## config.mk

```make
export PLATFORM = sky130hd
export DESIGN_NAME = up_counter_ctrl
export DESIGN_NICKNAME = d
export VERILOG_FILES = /design/src/rtl/up_counter_ctrl_pkg.sv /design/src/rtl/ctrl_up_counter.sv /design/src/rtl/up_counter_ctrl.sv
export SDC_FILE = /design/constraint.sdc
export NUM_CORES = 1
export LEC_CHECK = 0
export CAP_MARGIN = 20
export CORE_UTILIZATION = 50
export DETAILED_ROUTE_END_ITERATION = 6
export DONT_BUFFER_PORTS = 1
export HOLD_SLACK_MARGIN = 0.05
export PLACE_DENSITY = 0.73
export SLEW_MARGIN = 20
export SYNTH_ARGS = -nofsm -noshare
export SYNTH_HDL_FRONTEND = slang
export SYNTH_HIERARCHICAL = 1
export SYNTH_SLANG_ARGS = --single-unit
export TNS_END_PERCENT = 10
```

## constraint.sdc

```tcl
create_clock -name clk -period 5.2 [get_ports clk]
set_input_delay 1.04 -clock clk [delete_from_list [all_inputs] [get_ports clk]]
set_output_delay 1.04 -clock clk [all_outputs]
set_load 0.01 [all_outputs]
```

## src/rtl/up_counter_ctrl_pkg.sv

```systemverilog
// Shared definitions for the up_counter_ctrl sequencing controller.
package up_counter_ctrl_pkg;

  // Controller state encoding.
  typedef logic [1:0] state_t;

  localparam state_t S_IDLE  = 2'b00;
  localparam state_t S_RUN   = 2'b01;
  localparam state_t S_PAUSE = 2'b10;
  localparam state_t S_DONE  = 2'b11;

endpackage : up_counter_ctrl_pkg

```

## src/rtl/ctrl_up_counter.sv

```systemverilog
// N-bit up counter with synchronous clear (dominant) and count enable.
module ctrl_up_counter #(
  parameter int N = 4
) (
  input  logic         clk,
  input  logic         reset_n,
  input  logic         clr,
  input  logic         en,
  output logic [N-1:0] q
);

  // Count register: clear wins over enable so a reload never also increments.
  always_ff @(posedge clk or negedge reset_n) begin
    // NOTE: sequential state uses non-blocking (<=) so every flop samples pre-edge values.
    if (!reset_n) begin
      q <= '0;
    end else if (clr) begin
      q <= '0;
    end else if (en) begin
      q <= q + N'(1);
    end
  end

endmodule : ctrl_up_counter

```

## src/rtl/up_counter_ctrl.sv

```systemverilog
// Sequencing controller around an N-bit up counter: start/halt control,
// programmable prescaler, programmable terminal limit, one-shot or periodic.
module up_counter_ctrl
  import up_counter_ctrl_pkg::*;
#(
  parameter int N  = 4,
  parameter int PW = 4
) (
  input  logic          clk,
  input  logic          reset_n,
  input  logic          start,
  input  logic          halt,
  input  logic          periodic,
  input  logic [N-1:0]  limit,
  input  logic [PW-1:0] prescale,
  output logic [N-1:0]  Q,
  output logic          busy,
  output logic          tc,
  output logic          done
);

  state_t        state;
  state_t        state_next;

  logic [N-1:0]  limit_l;
  logic [PW-1:0] prescale_l;
  logic          periodic_l;
  logic [PW-1:0] psc;

  logic          in_run;
  logic          tick;
  logic          at_limit;
  logic          terminal;
  logic          load;
  logic          abort;
  logic          cnt_clr;
  logic          cnt_en;

  logic          busy_d;
  logic          done_d;
  logic          tc_d;

  // Event decode shared by the FSM, prescaler and counter. halt beats start
  // everywhere, and a halted RUN cycle never produces a tick.
  always_comb begin
    in_run   = (state == S_RUN);
    tick     = in_run && !halt && (psc == prescale_l);
    at_limit = (Q == limit_l);
    terminal = tick && at_limit;
    load     = ((state == S_IDLE) || (state == S_DONE)) && start && !halt;
    abort    = ((state == S_PAUSE) || (state == S_DONE)) && halt;
    cnt_clr  = load || abort || (terminal && periodic_l);
    cnt_en   = tick && !at_limit;
  end

  // State register.
  always_ff @(posedge clk or negedge reset_n) begin
    if (!reset_n) begin
      state <= S_IDLE;
    end else begin
      state <= state_next;
    end
  end

  // Next-state logic.
  always_comb begin
    // NOTE: default assignment first so no path through the case leaves state_next unassigned (no latch).
    state_next = state;
    case (state)
      S_IDLE:  if (load) state_next = S_RUN;
      S_RUN: begin
        if (halt) begin
          state_next = S_PAUSE;
        end else if (terminal && !periodic_l) begin
          state_next = S_DONE;
        end
      end
      S_PAUSE: begin
        if (halt) begin
          state_next = S_IDLE;
        end else if (start) begin
          state_next = S_RUN;
        end
      end
      S_DONE: begin
        if (abort) begin
          state_next = S_IDLE;
        end else if (load) begin
          state_next = S_RUN;
        end
      end
      default: state_next = S_IDLE;
    endcase
  end

  // Output decode from the next state so the registered outputs line up with it.
  always_comb begin
    busy_d = (state_next == S_RUN) || (state_next == S_PAUSE);
    done_d = (state_next == S_DONE);
    tc_d   = terminal;
  end

  // Output registers.
  always_ff @(posedge clk or negedge reset_n) begin
    if (!reset_n) begin
      busy <= 1'b0;
      done <= 1'b0;
      tc   <= 1'b0;
    end else begin
      busy <= busy_d;
      done <= done_d;
      tc   <= tc_d;
    end
  end

  // Configuration latches: captured only when a run is (re)started from IDLE/DONE.
  always_ff @(posedge clk or negedge reset_n) begin
    if (!reset_n) begin
      limit_l    <= '0;
      prescale_l <= '0;
      periodic_l <= 1'b0;
    end else if (load) begin
      limit_l    <= limit;
      prescale_l <= prescale;
      periodic_l <= periodic;
    end
  end

  // Prescaler: counts 0..prescale_l while running, frozen in PAUSE.
  always_ff @(posedge clk or negedge reset_n) begin
    if (!reset_n) begin
      psc <= '0;
    end else if (load || abort) begin
      psc <= '0;
    end else if (in_run && !halt) begin
      psc <= (psc == prescale_l) ? '0 : psc + PW'(1);
    end
  end

  ctrl_up_counter #(
    .N (N)
  ) u_count (
    .clk     (clk),
    .reset_n (reset_n),
    .clr     (cnt_clr),
    .en      (cnt_en),
    .q       (Q)
  );

endmodule : up_counter_ctrl

```

==> results of run 1 <==
[synthesized netlist by cell type, types with 2 or more instances]
library cell,n
xor2_1,2
a21oi_1,3
dfrtp_1,22
nand2_1,27
xnor2_1,10
mux2i_1,2
nand4_1,2
a21o_1,2
o21ai_0,2
inv_1,4
ha_1,7
nor3_1,4
nor2b_1,3
nand3_1,3
buf_2,2
nor2_1,6
[cell families after synthesis]
group / count (synthesis) / share of synthesized area
AND/OR/NAND/NOR: 57 / 0.242
flip-flops: 22 / 0.453
AO/OA/AOI/OAI: 15 / 0.0968
XOR/XNOR: 12 / 0.0865
adder cells (fa/ha/maj): 7 / 0.0721
buffers and inverters: 6 / 0.0206
multiplexers: 3 / 0.0288
[layout make-up]
class / instances / area, um^2
fill: 222 / 992
sequential: 22 / 551
inverter: 4 / 15.0
multi-input combinational: 94 / 639
tap: 28 / 35.0
clock buffer: 3 / 22.5
[layer usage]
metal	vias to the layer above	wire, um
met5	-	0
met4	0	19
met3	4	68
met2	19	1020
met1	400	1000
li1	413	-
[state kept, by name, indices dropped and copies added (netlist names)]
signal / flops
limit_l: 4
prescale_l: 4
psc: 4
u_count/q: 4
state: 2
busy: 1
done: 1
periodic_l: 1
tc: 1
[worst register-to-register path, delay by kind of cell, from the launching register on]
family	cells	cell delay (ns)
adders and majority gates	1	0.21
buffers and inverters	1	0.11
DFF	1	0.41
muxes	1	0.32
and+or+nand+nor	4	1.08
[final timing paths]
check,endpoint,cells after the start
min reg2reg,limit_l[1]$_DFFE_PN0P_,2
max in group asynchronous,u_count/q[3]$_DFFE_PN0P_,0
min,prescale_l[2]$_DFFE_PN0P_,0
max,u_count/q[3]$_DFFE_PN0P_,5
max reg2reg,u_count/q[3]$_DFFE_PN0P_,7
min in group clk,limit_l[1]$_DFFE_PN0P_,2
[report_power, final]
| part | leakage, nW | internal (mW) | switching (mW) |
|---|---|---|---|
| sequential | 0.288 | 0.227 | 0.0543 |
| clock | 0.0138 | 0.0269 | 0.0449 |
| combinational | 0.307 | 0.110 | 0.140 |
| total | 0.609 | 0.364 | 0.239 |
==> run_results.csv, run 1 <==
group,metric,value,unit
global_route,grtUsageMet2,0.311,
clock_tree,cts_resized,0,
place,gp_congestion,0.793,
sta,max_freq,0.434,GHz
yosys,ys_top_cells_by_area,"dfrtp_1 (45%), nand2_1 (8.3%), ha_1 (7.2%)",
global_route,met3_usage,0.0357,
place,pre_cts_slack,2.62,ns
global_route,overflow,0,
critical_path,worstSetupStartpointType,"primary input",
clock_tree,numCtsBuffers,3,
yosys,synth-edff-count,0,
critical_path,crit_required,5.39,ns
yosys,netlist_area,0.00121,mm^2
detailed_routing,wl_per_cell,14.0,um
detailed_routing,initialDrtViolationCount,15,
hold_path,hp-class,"in -> async",
pwr,power,603,uW
global_route,grt_pass1_wl,3.57,mm
finish,design_area,0.00126,mm^2
clock_tree,clock_path_buffers,2,
detailed_routing,dr.pass1.iters,4,
pwr,p_leak,0.609,nW
critical_path,cpLargestDelayFamily,"simple AND/OR/NAND/NOR gates",
sta,finalSetupViolCount,0,
yosys,syn-num-nets,142,
critical_path,critical_path.startpoint,"halt",
place,post_dp_cell_area,0.00124,mm^2
clock_tree,postCtsSetupRepairBufs,0,
finish,drive_above_1_share,0.130,
detailed_routing,wirelength,2.11,mm
floorplan,core,0.00225,mm^2
critical_path,cp.buffers_inverters,0,
finish,utilization,0.560,
finish,diodes,0,
finish,synthToLayoutAreaGrowth,3.91,%
global_route,met1_usage,0.254,
sta,finClkSkew,0.00324,ns
pwr,ir_worst_vdd,0.281,mV
global_route,grt-busiest-layer,"met2",
critical_path,arrival,2.49,ns
yosys,syn_inst,122,
detailed_routing,drc_errors,0,
yosys,synth_seq_cells,22,
detailed_routing,viasPerCell,5.54,
critical_path,path_cells,"nand2b_1, nor3_4, and2_1, nand4_1, mux2_4",
floorplan,num_rows,17,
clock_tree,clock_latency,0.29,ns
sta,finalMaxSlewViolations,0,
sta,worst_slew_pin_slew,0.739,ns
yosys,yosysTopAreaCellShare,0.453,
sta,fin_hold_ws,0.425,ns
clock_tree,clkTransAtPathRegs,0.11,ns
yosys,synthArstFlopShare,1.00,
yosys,ys.flop_type,"dfrtp_1",
clock_tree,htree_levels,1,
finish,final_common_cell,"nand2_1",
floorplan,die_h,51.3,um
critical_path,crit_fanout,9,
sta,fin_crit_sh,0.443,
place,io_buffers,0,
floorplan,io_pins,20,
clock_tree,cts_sinks,22,
sta,hold_viol,0,
floorplan,initial_core_util,0.539,
global_route,grt_pass1_vias,783,
finish,mostFrequentLayoutCells,"nand2_1 (27), dfrtp_1 (22), xnor2_1 (10)",
job,drv_cap,0,
floorplan,die_area,0.00263,mm^2
floorplan,die_width,51.3,um
detailed_routing,vias,836,
yosys,ys_warn_count,6,
critical_path,path_class,"in -> reg",
place,dp_cells,148,
critical_path,worst_setup_path_end_kind,"flip-flop",
yosys,synth_area_leader_cell,"dfrtp_1",
global_route,antenna_found_initial,0,
critical_path,cp_slowest_cell,"nor3_4",
yosys,ys_seq_area_frac,0.453,
clock_tree,cts_tree,"done",
critical_path,r2r-start,"state[1]$_DFF_PN0_",
yosys,syn-mean-instance-area,9.96,um^2
clock_tree,clk_root_buffer_cell,"clkbuf_4",
sta,finalWorstSetupSlack,2.90,ns
critical_path,max_stage_delay,0.42,ns
pwr,power_density,478,mW/mm^2
sta,post-route-min-period,2.30,ns
finish,fin_nets,145,
global_route,grtUsageTotal,0.189,
detailed_routing,drtAntennaViolNets,0,
clock_tree,ctsHoldBuffers,0,
outcome,status,"completed",
global_route,grt_start_max_net_pins,23,
critical_path,r2r_setup_slack,2.96,ns
yosys,ys_types,37,
sta,rsz0062_at_grt,"no",
finish,fin_cells,151,
place,dp_hpwl,1.62,mm
sta,relSlewSlack,0.505,
sta,setup_tns,0,ns
Power figures use the tool's default switching activity.
==> run 2: changes to the inputs <==
- clock period: 5.2 -> 2.3 ns (I/O delays scaled with it)
==> run_results.csv, run 2 (synthesized netlist as in run 1, its figures left out) <==
group,metric,value,unit
sta,setup_tns,0,ns
critical_path,cpLargestDelayFamily,"simple AND/OR/NAND/NOR gates",
place,gp_congestion,0.795,
clock_tree,postCtsSetupRepairBufs,0,
critical_path,r2r-end,"u_count/q[3]$_DFFE_PN0P_",
sta,relSlewSlack,0.363,
detailed_routing,dr.pass1.iters,4,
floorplan,die_width,51.3,um
critical_path,crit_fanout,12,
floorplan,num_rows,17,
critical_path,worst_setup_path_end_kind,"flip-flop",
clock_tree,clock_path_buffers,2,
critical_path,path_class,"reg -> reg",
place,pre_cts_slack,0.189,ns
finish,utilization,0.588,
clock_tree,clkTransAtPathRegs,0.12,ns
pwr,power_density,1150,mW/mm^2
sta,finalMaxSlewViolations,0,
critical_path,cp.buffers_inverters,2,
finish,final_common_cell,"nand2_1",
hold_path,hp-start,"periodic",
pwr,power,1.52,mW
finish,fill_cells,217,
critical_path,r2r_setup_slack,0.15,ns
critical_path,path_cells,"inv_1, ha_1, or3b_4, buf_4, nand2_2, a31o_2, nor2_1, mux2_4",
finish,drive_above_1_share,0.156,
global_route,grt_start_max_net_pins,23,
critical_path,cp_slowest_cell,"dfrtp_1",
critical_path,r2r-start,"state[0]$_DFF_PN0_",
sta,post-route-min-period,2.15,ns
detailed_routing,initialDrtViolationCount,17,
clock_tree,numCtsBuffers,3,
finish,fin_cells,156,
pwr,p_int,953,uW
sta,fin_crit_sh,0.937,
pwr,ir_worst_vdd,0.730,mV
sta,finalSetupViolCount,0,
pwr,pwr-share-comb,0.391,
sta,rsz0062_at_grt,"no",
sta,worst_slew_pin_slew,0.952,ns
global_route,grt_pass1_vias,877,
floorplan,die_h,51.3,um
clock_tree,htree_levels,1,
clock_tree,clk_root_buffer_cell,"clkbuf_4",
clock_tree,cts_sinks,22,
sta,max_freq,0.464,GHz
critical_path,max_stage_delay,0.46,ns
global_route,antenna_found_initial,0,
clock_tree,clock_latency,0.30,ns
job,drv_cap,0,
clock_tree,cts_resized,0,
detailed_routing,drc_errors,0,
critical_path,arrival,2.36,ns
finish,fin_nets,149,
sta,finClkSkew,0.00634,ns
critical_path,crit_required,2.50,ns
pwr,p_sw_frac,0.375,
hold_path,holdPathStages,2,
place,io_buffers,0,
finish,synthToLayoutAreaGrowth,9.06,%
clock_tree,cts_tree,"done",
global_route,grt_pass1_wl,3.84,mm
finish,diodes,0,
pwr,seqPwrFrac,0.418,
detailed_routing,wirelength,2.27,mm
detailed_routing,vias,841,
detailed_routing,viasPerCell,5.39,
outcome,status,"completed",
global_route,overflow,0,
place,dp_cells,151,
hold_path,hp-class,"in -> reg",
pwr,clkPwrFrac,0.191,
place,dp_hpwl,1.74,mm
global_route,grtUsageTotal,0.204,
pwr,p_leak,0.643,nW
finish,mostFrequentLayoutCells,"nand2_1 (27), dfrtp_1 (22), xnor2_1 (10)",
critical_path,worstSetupStartpointType,"flip-flop",
pwr,p_switching,571,uW
sta,finalWorstSetupSlack,0.145,ns
detailed_routing,wl_per_cell,14.5,um
floorplan,die_area,0.00263,mm^2
floorplan,initial_core_util,0.539,
floorplan,core,0.00225,mm^2
hold_path,hold-path-endpoint,"periodic_l$_DFFE_PN0P_",
sta,hold_viol,0,
detailed_routing,drtAntennaViolNets,0,
floorplan,io_pins,20,
critical_path,r2r_cells,8,
-- run 2: stage by stage --
step / instance area, um^2 / hold WS [ns]
after floorplan: 1210 / 0.164
after global placement: 1260 / 0.165
after detailed placement: 1260 / 0.165
after CTS: 1330 / 0.245
after global routing: 1330 / 0.234
final: 1330 / 0.253
-- run 2: repair_timing --
action | 4_1_cts | 5_1_grt
hold buffers | 1 | 0
setup endpoints to repair | 0 | 0
hold endpoints to repair | 22 | 0
-- run 2: worst max path at each step --
stage	cells after the start	endpoint	slack (ns)	from
3_5_place_dp	8	u_count/q[3]$_DFFE_PN0P_	0.19	state[0]$_DFF_PN0_
4_1_cts	8	u_count/q[3]$_DFFE_PN0P_	0.17	state[0]$_DFF_PN0_
6_report	8	u_count/q[3]$_DFFE_PN0P_	0.15	state[0]$_DFF_PN0_
2_1_floorplan	8	u_count/q[3]$_DFFE_PN0P_	0.29	state[0]$_DFF_PN0_
3_3_place_gp	8	u_count/q[3]$_DFFE_PN0P_	0.26	state[0]$_DFF_PN0_
5_1_grt	7	busy$_DFF_PN0_	0.04	state[0]$_DFF_PN0_
-- run 2: layout make-up --
type	instances	area, um^2	area share
clock buffer	3	22.5	0.0170
multi-input combinational	94	639	0.483
tap	28	35.0	0.0264
sequential	22	551	0.415
inverter	4	15.0	0.0113
clock inverter	1	30.0	0.0227
timing repair buffer	4	32.5	0.0246
-- run 2: worst reg2reg max path, cell delays in order (launching register included) --
cell and delay (ns):
dfrtp_1 0.46, inv_1 0.10, ha_1 0.33, or3b_4 0.38
buf_4 0.19, nand2_2 0.11, a31o_2 0.17, nor2_1 0.06
mux2_4 0.26
-- run 2: per-layer routing --
metal  global-route usage  vias up  share of wire
li1                     -      423              -
met1                0.253      397           0.45
met2                0.342       17           0.50
met3               0.0476        4          0.043
met4               0.0811        0         0.0079
met5                    0        -              0
-- run 2: power by group through the flow --
stage | clock network (mW) | registers, mW | logic, mW
floorplan | 0 | 0.619 | 0.479
global placement | 0 | 0.641 | 0.561
detailed placement | 0 | 0.647 | 0.588
CTS | 0.297 | 0.637 | 0.600
global route | 0.315 | 0.659 | 0.677
finish | 0.291 | 0.637 | 0.597
==> RTL edit, RTL diff (flow settings as in run 2) <==
The parameter `PW` goes from 4 to 3.
--- a/src/rtl/up_counter_ctrl.sv
+++ b/src/rtl/up_counter_ctrl.sv
@@ -4,7 +4,7 @@
   import up_counter_ctrl_pkg::*;
 #(
   parameter int N  = 4,
-  parameter int PW = 4
+  parameter int PW = 3
 ) (
   input  logic          clk,
   input  logic          reset_n,
Ports: changed (resized prescale); port bits go from 20 to 19. The function was not compared with the original's and may differ.
==> RTL edit against run 2 <==
  * Worst hold slack gained 0.064 ns
  * Critical endpoint unchanged
  * Synthesized cell count is 25% lower
  * Total power fell by 17%
  * Area after synthesis down 10%
  * Design area down 13%
  * Sequential cell count decreased by 2
  * Highest routed layer unchanged
  * Routed wire length fell by 27%
  * Die area shrank 9.8%
  * First-iteration DRC count fell by 76%
  * Count of clock-buffer cells in the layout is the same
  * Setup slack better by 0.073 ns
  * Via count down 19%
  * Global-route usage down 3.9 points
==> RTL edit: results (changes against run 2) <==
The flow ran to the end, and the final reports show no timing, DRC or antenna violations. The via count of the first global-routing pass was 716 (-18%). The area share of xor/xnor cells in the synthesized design came out at 0.0642 (-0.0223). The arrival time of the worst setup path is 2.26 ns (-0.10 ns). After synthesis, the cell types taking the most area are dfrtp_1 46%, mux2_2 8.3%, ha_1 8.0%. The placed instance count is 118 (-22%). The min-delay analysis places its worst path in the category in -> reg. The power after layout came out at 0.00126 W (-17%).

The worst setup slack before clock tree synthesis is 0.230 ns (+0.0408 ns). The peak supply drop is 0.000689 V (-5.7%). The first-pass GRT wire length was 2.97 mm (-22%).

The clock network area share is 0.0195 (-0.0202). The number of DRC markers in iteration 0 came out at 4 (-13). The total number of multi-input combinational cells is 68 (-28%). The combinational power is 0.000522 W (-13%). The net switching power of the design is 0.000465 W (-19%).

The global routing usage on met1 was 0.191 (-0.0620). The wire length per cell came out at 13.6 um (-6.5%). The met3 track demand over resource came to 0.0346 (-0.0130). The routability-driven placement congestion ratio was 0.758 (-4.7%). The number of distinct library cells after synthesis is 34 (-8.1%).

The layout clock buffer count is 3 (unchanged). The average footprint of a synthesized cell is 12.0 sq um (+20%). The power in the clock group is 0.000150 W (-48%).

The minimum setup slack in the final design came out at 0.219 ns (+0.0734 ns). The insertion delay of the later-clocked pin in the worst-skew pair is 0.28 ns (-0.02 ns). The mux cell area share after synthesis is 0.106 (+0.0767). Sorting the synthesized cells by how often they occur yields 20 x dfrtp_1, 8 x mux2_2, 8 x nor2_1, 8 x xnor2_1, 7 x ha_1. The met2 capacity usage during global routing came out at 0.285 (-0.0574). The placed standard-cell area came out at 1120 sq um (-11%). The share of final layout cell area taken by non-clock buffers came to 0.00865 (-0.0159). The compound-cell area share of the yosys netlist came out at 0.110 (+0.0133). The per-cell via count in the routed design came to 5.61 (+4.2%). The area taken by multi-input logic gates was 579 sq um (-9.4%). The share of synthesized cell area in full adder, half adder and majority cells is 0.0803 (+0.00818).

The number of non-clock buffers is 1 (-3). The number of instances on the worst hold path is 1 (-1). The reported leakage power is 0.520 nW (-19%). The overall routed net length came out at 1.66 mm (-27%). The area taken by flip-flops and latches was 500 sq um (-9.1%). The number of nets produced by synthesis is 110 (-23%). The depth of the worst register-to-register path is 7 (-1). The total length of routed met3 wires is 87 um (-11%). The number of flip-flops and latches is 20 (-9.1%).

The share of layout cells above drive strength 1 came out at 0.232 (+0.0753). The finished layout cell area was 1160 sq um (-13%). The detailed route wirelength on metal2 is 846 um (-26%). The worst setup skew after layout was 0.00421 ns (-0.00213 ns). The number of non-clock inverters in the layout is 3 (-1). The global routing usage summed across all routing layers came out at 0.165 (-0.0389). The routed length on met1 was 713 um (-29%). The worst hold slack across all endpoints came out at 0.317 ns (+0.0637 ns). The pin count of the biggest net entering global routing is 21 (-8.7%). The antenna cell count is 0 (unchanged).
[RTL edit: changes by cell type in the layout (fill, tap and decap cells not counted), moves of 3 or more]
| cell | run 2 | this run |
|---|---|---|
| a21oi_1 | 3 | 6 |
| buf_4 | 3 | 0 |
| mux2_2 | 0 | 8 |
| nand2_1 | 27 | 3 |
| nor3_1 | 4 | 0 |
[RTL edit: path summary, 6_finish.rpt]
check                      startpoint           end
setup / recovery             state[1]  u_count/q[3]
hold / removal               limit[2]    limit_l[2]
setup reg to reg             state[1]  u_count/q[3]
hold reg to reg            limit_l[2]    limit_l[2]
max in group asynchronous     reset_n  u_count/q[3]
min in group asynchronous     reset_n    limit_l[2]
[RTL edit: worst max-delay path, cell delays in order, from the launching register on]
cell and delay, ns:
dfrtp_1 0.43, inv_1 0.16, ha_1 0.24, or2b_4 0.32, nor2_1 0.14, and2_2 0.23, nand4_1 0.13, mux2_4 0.32
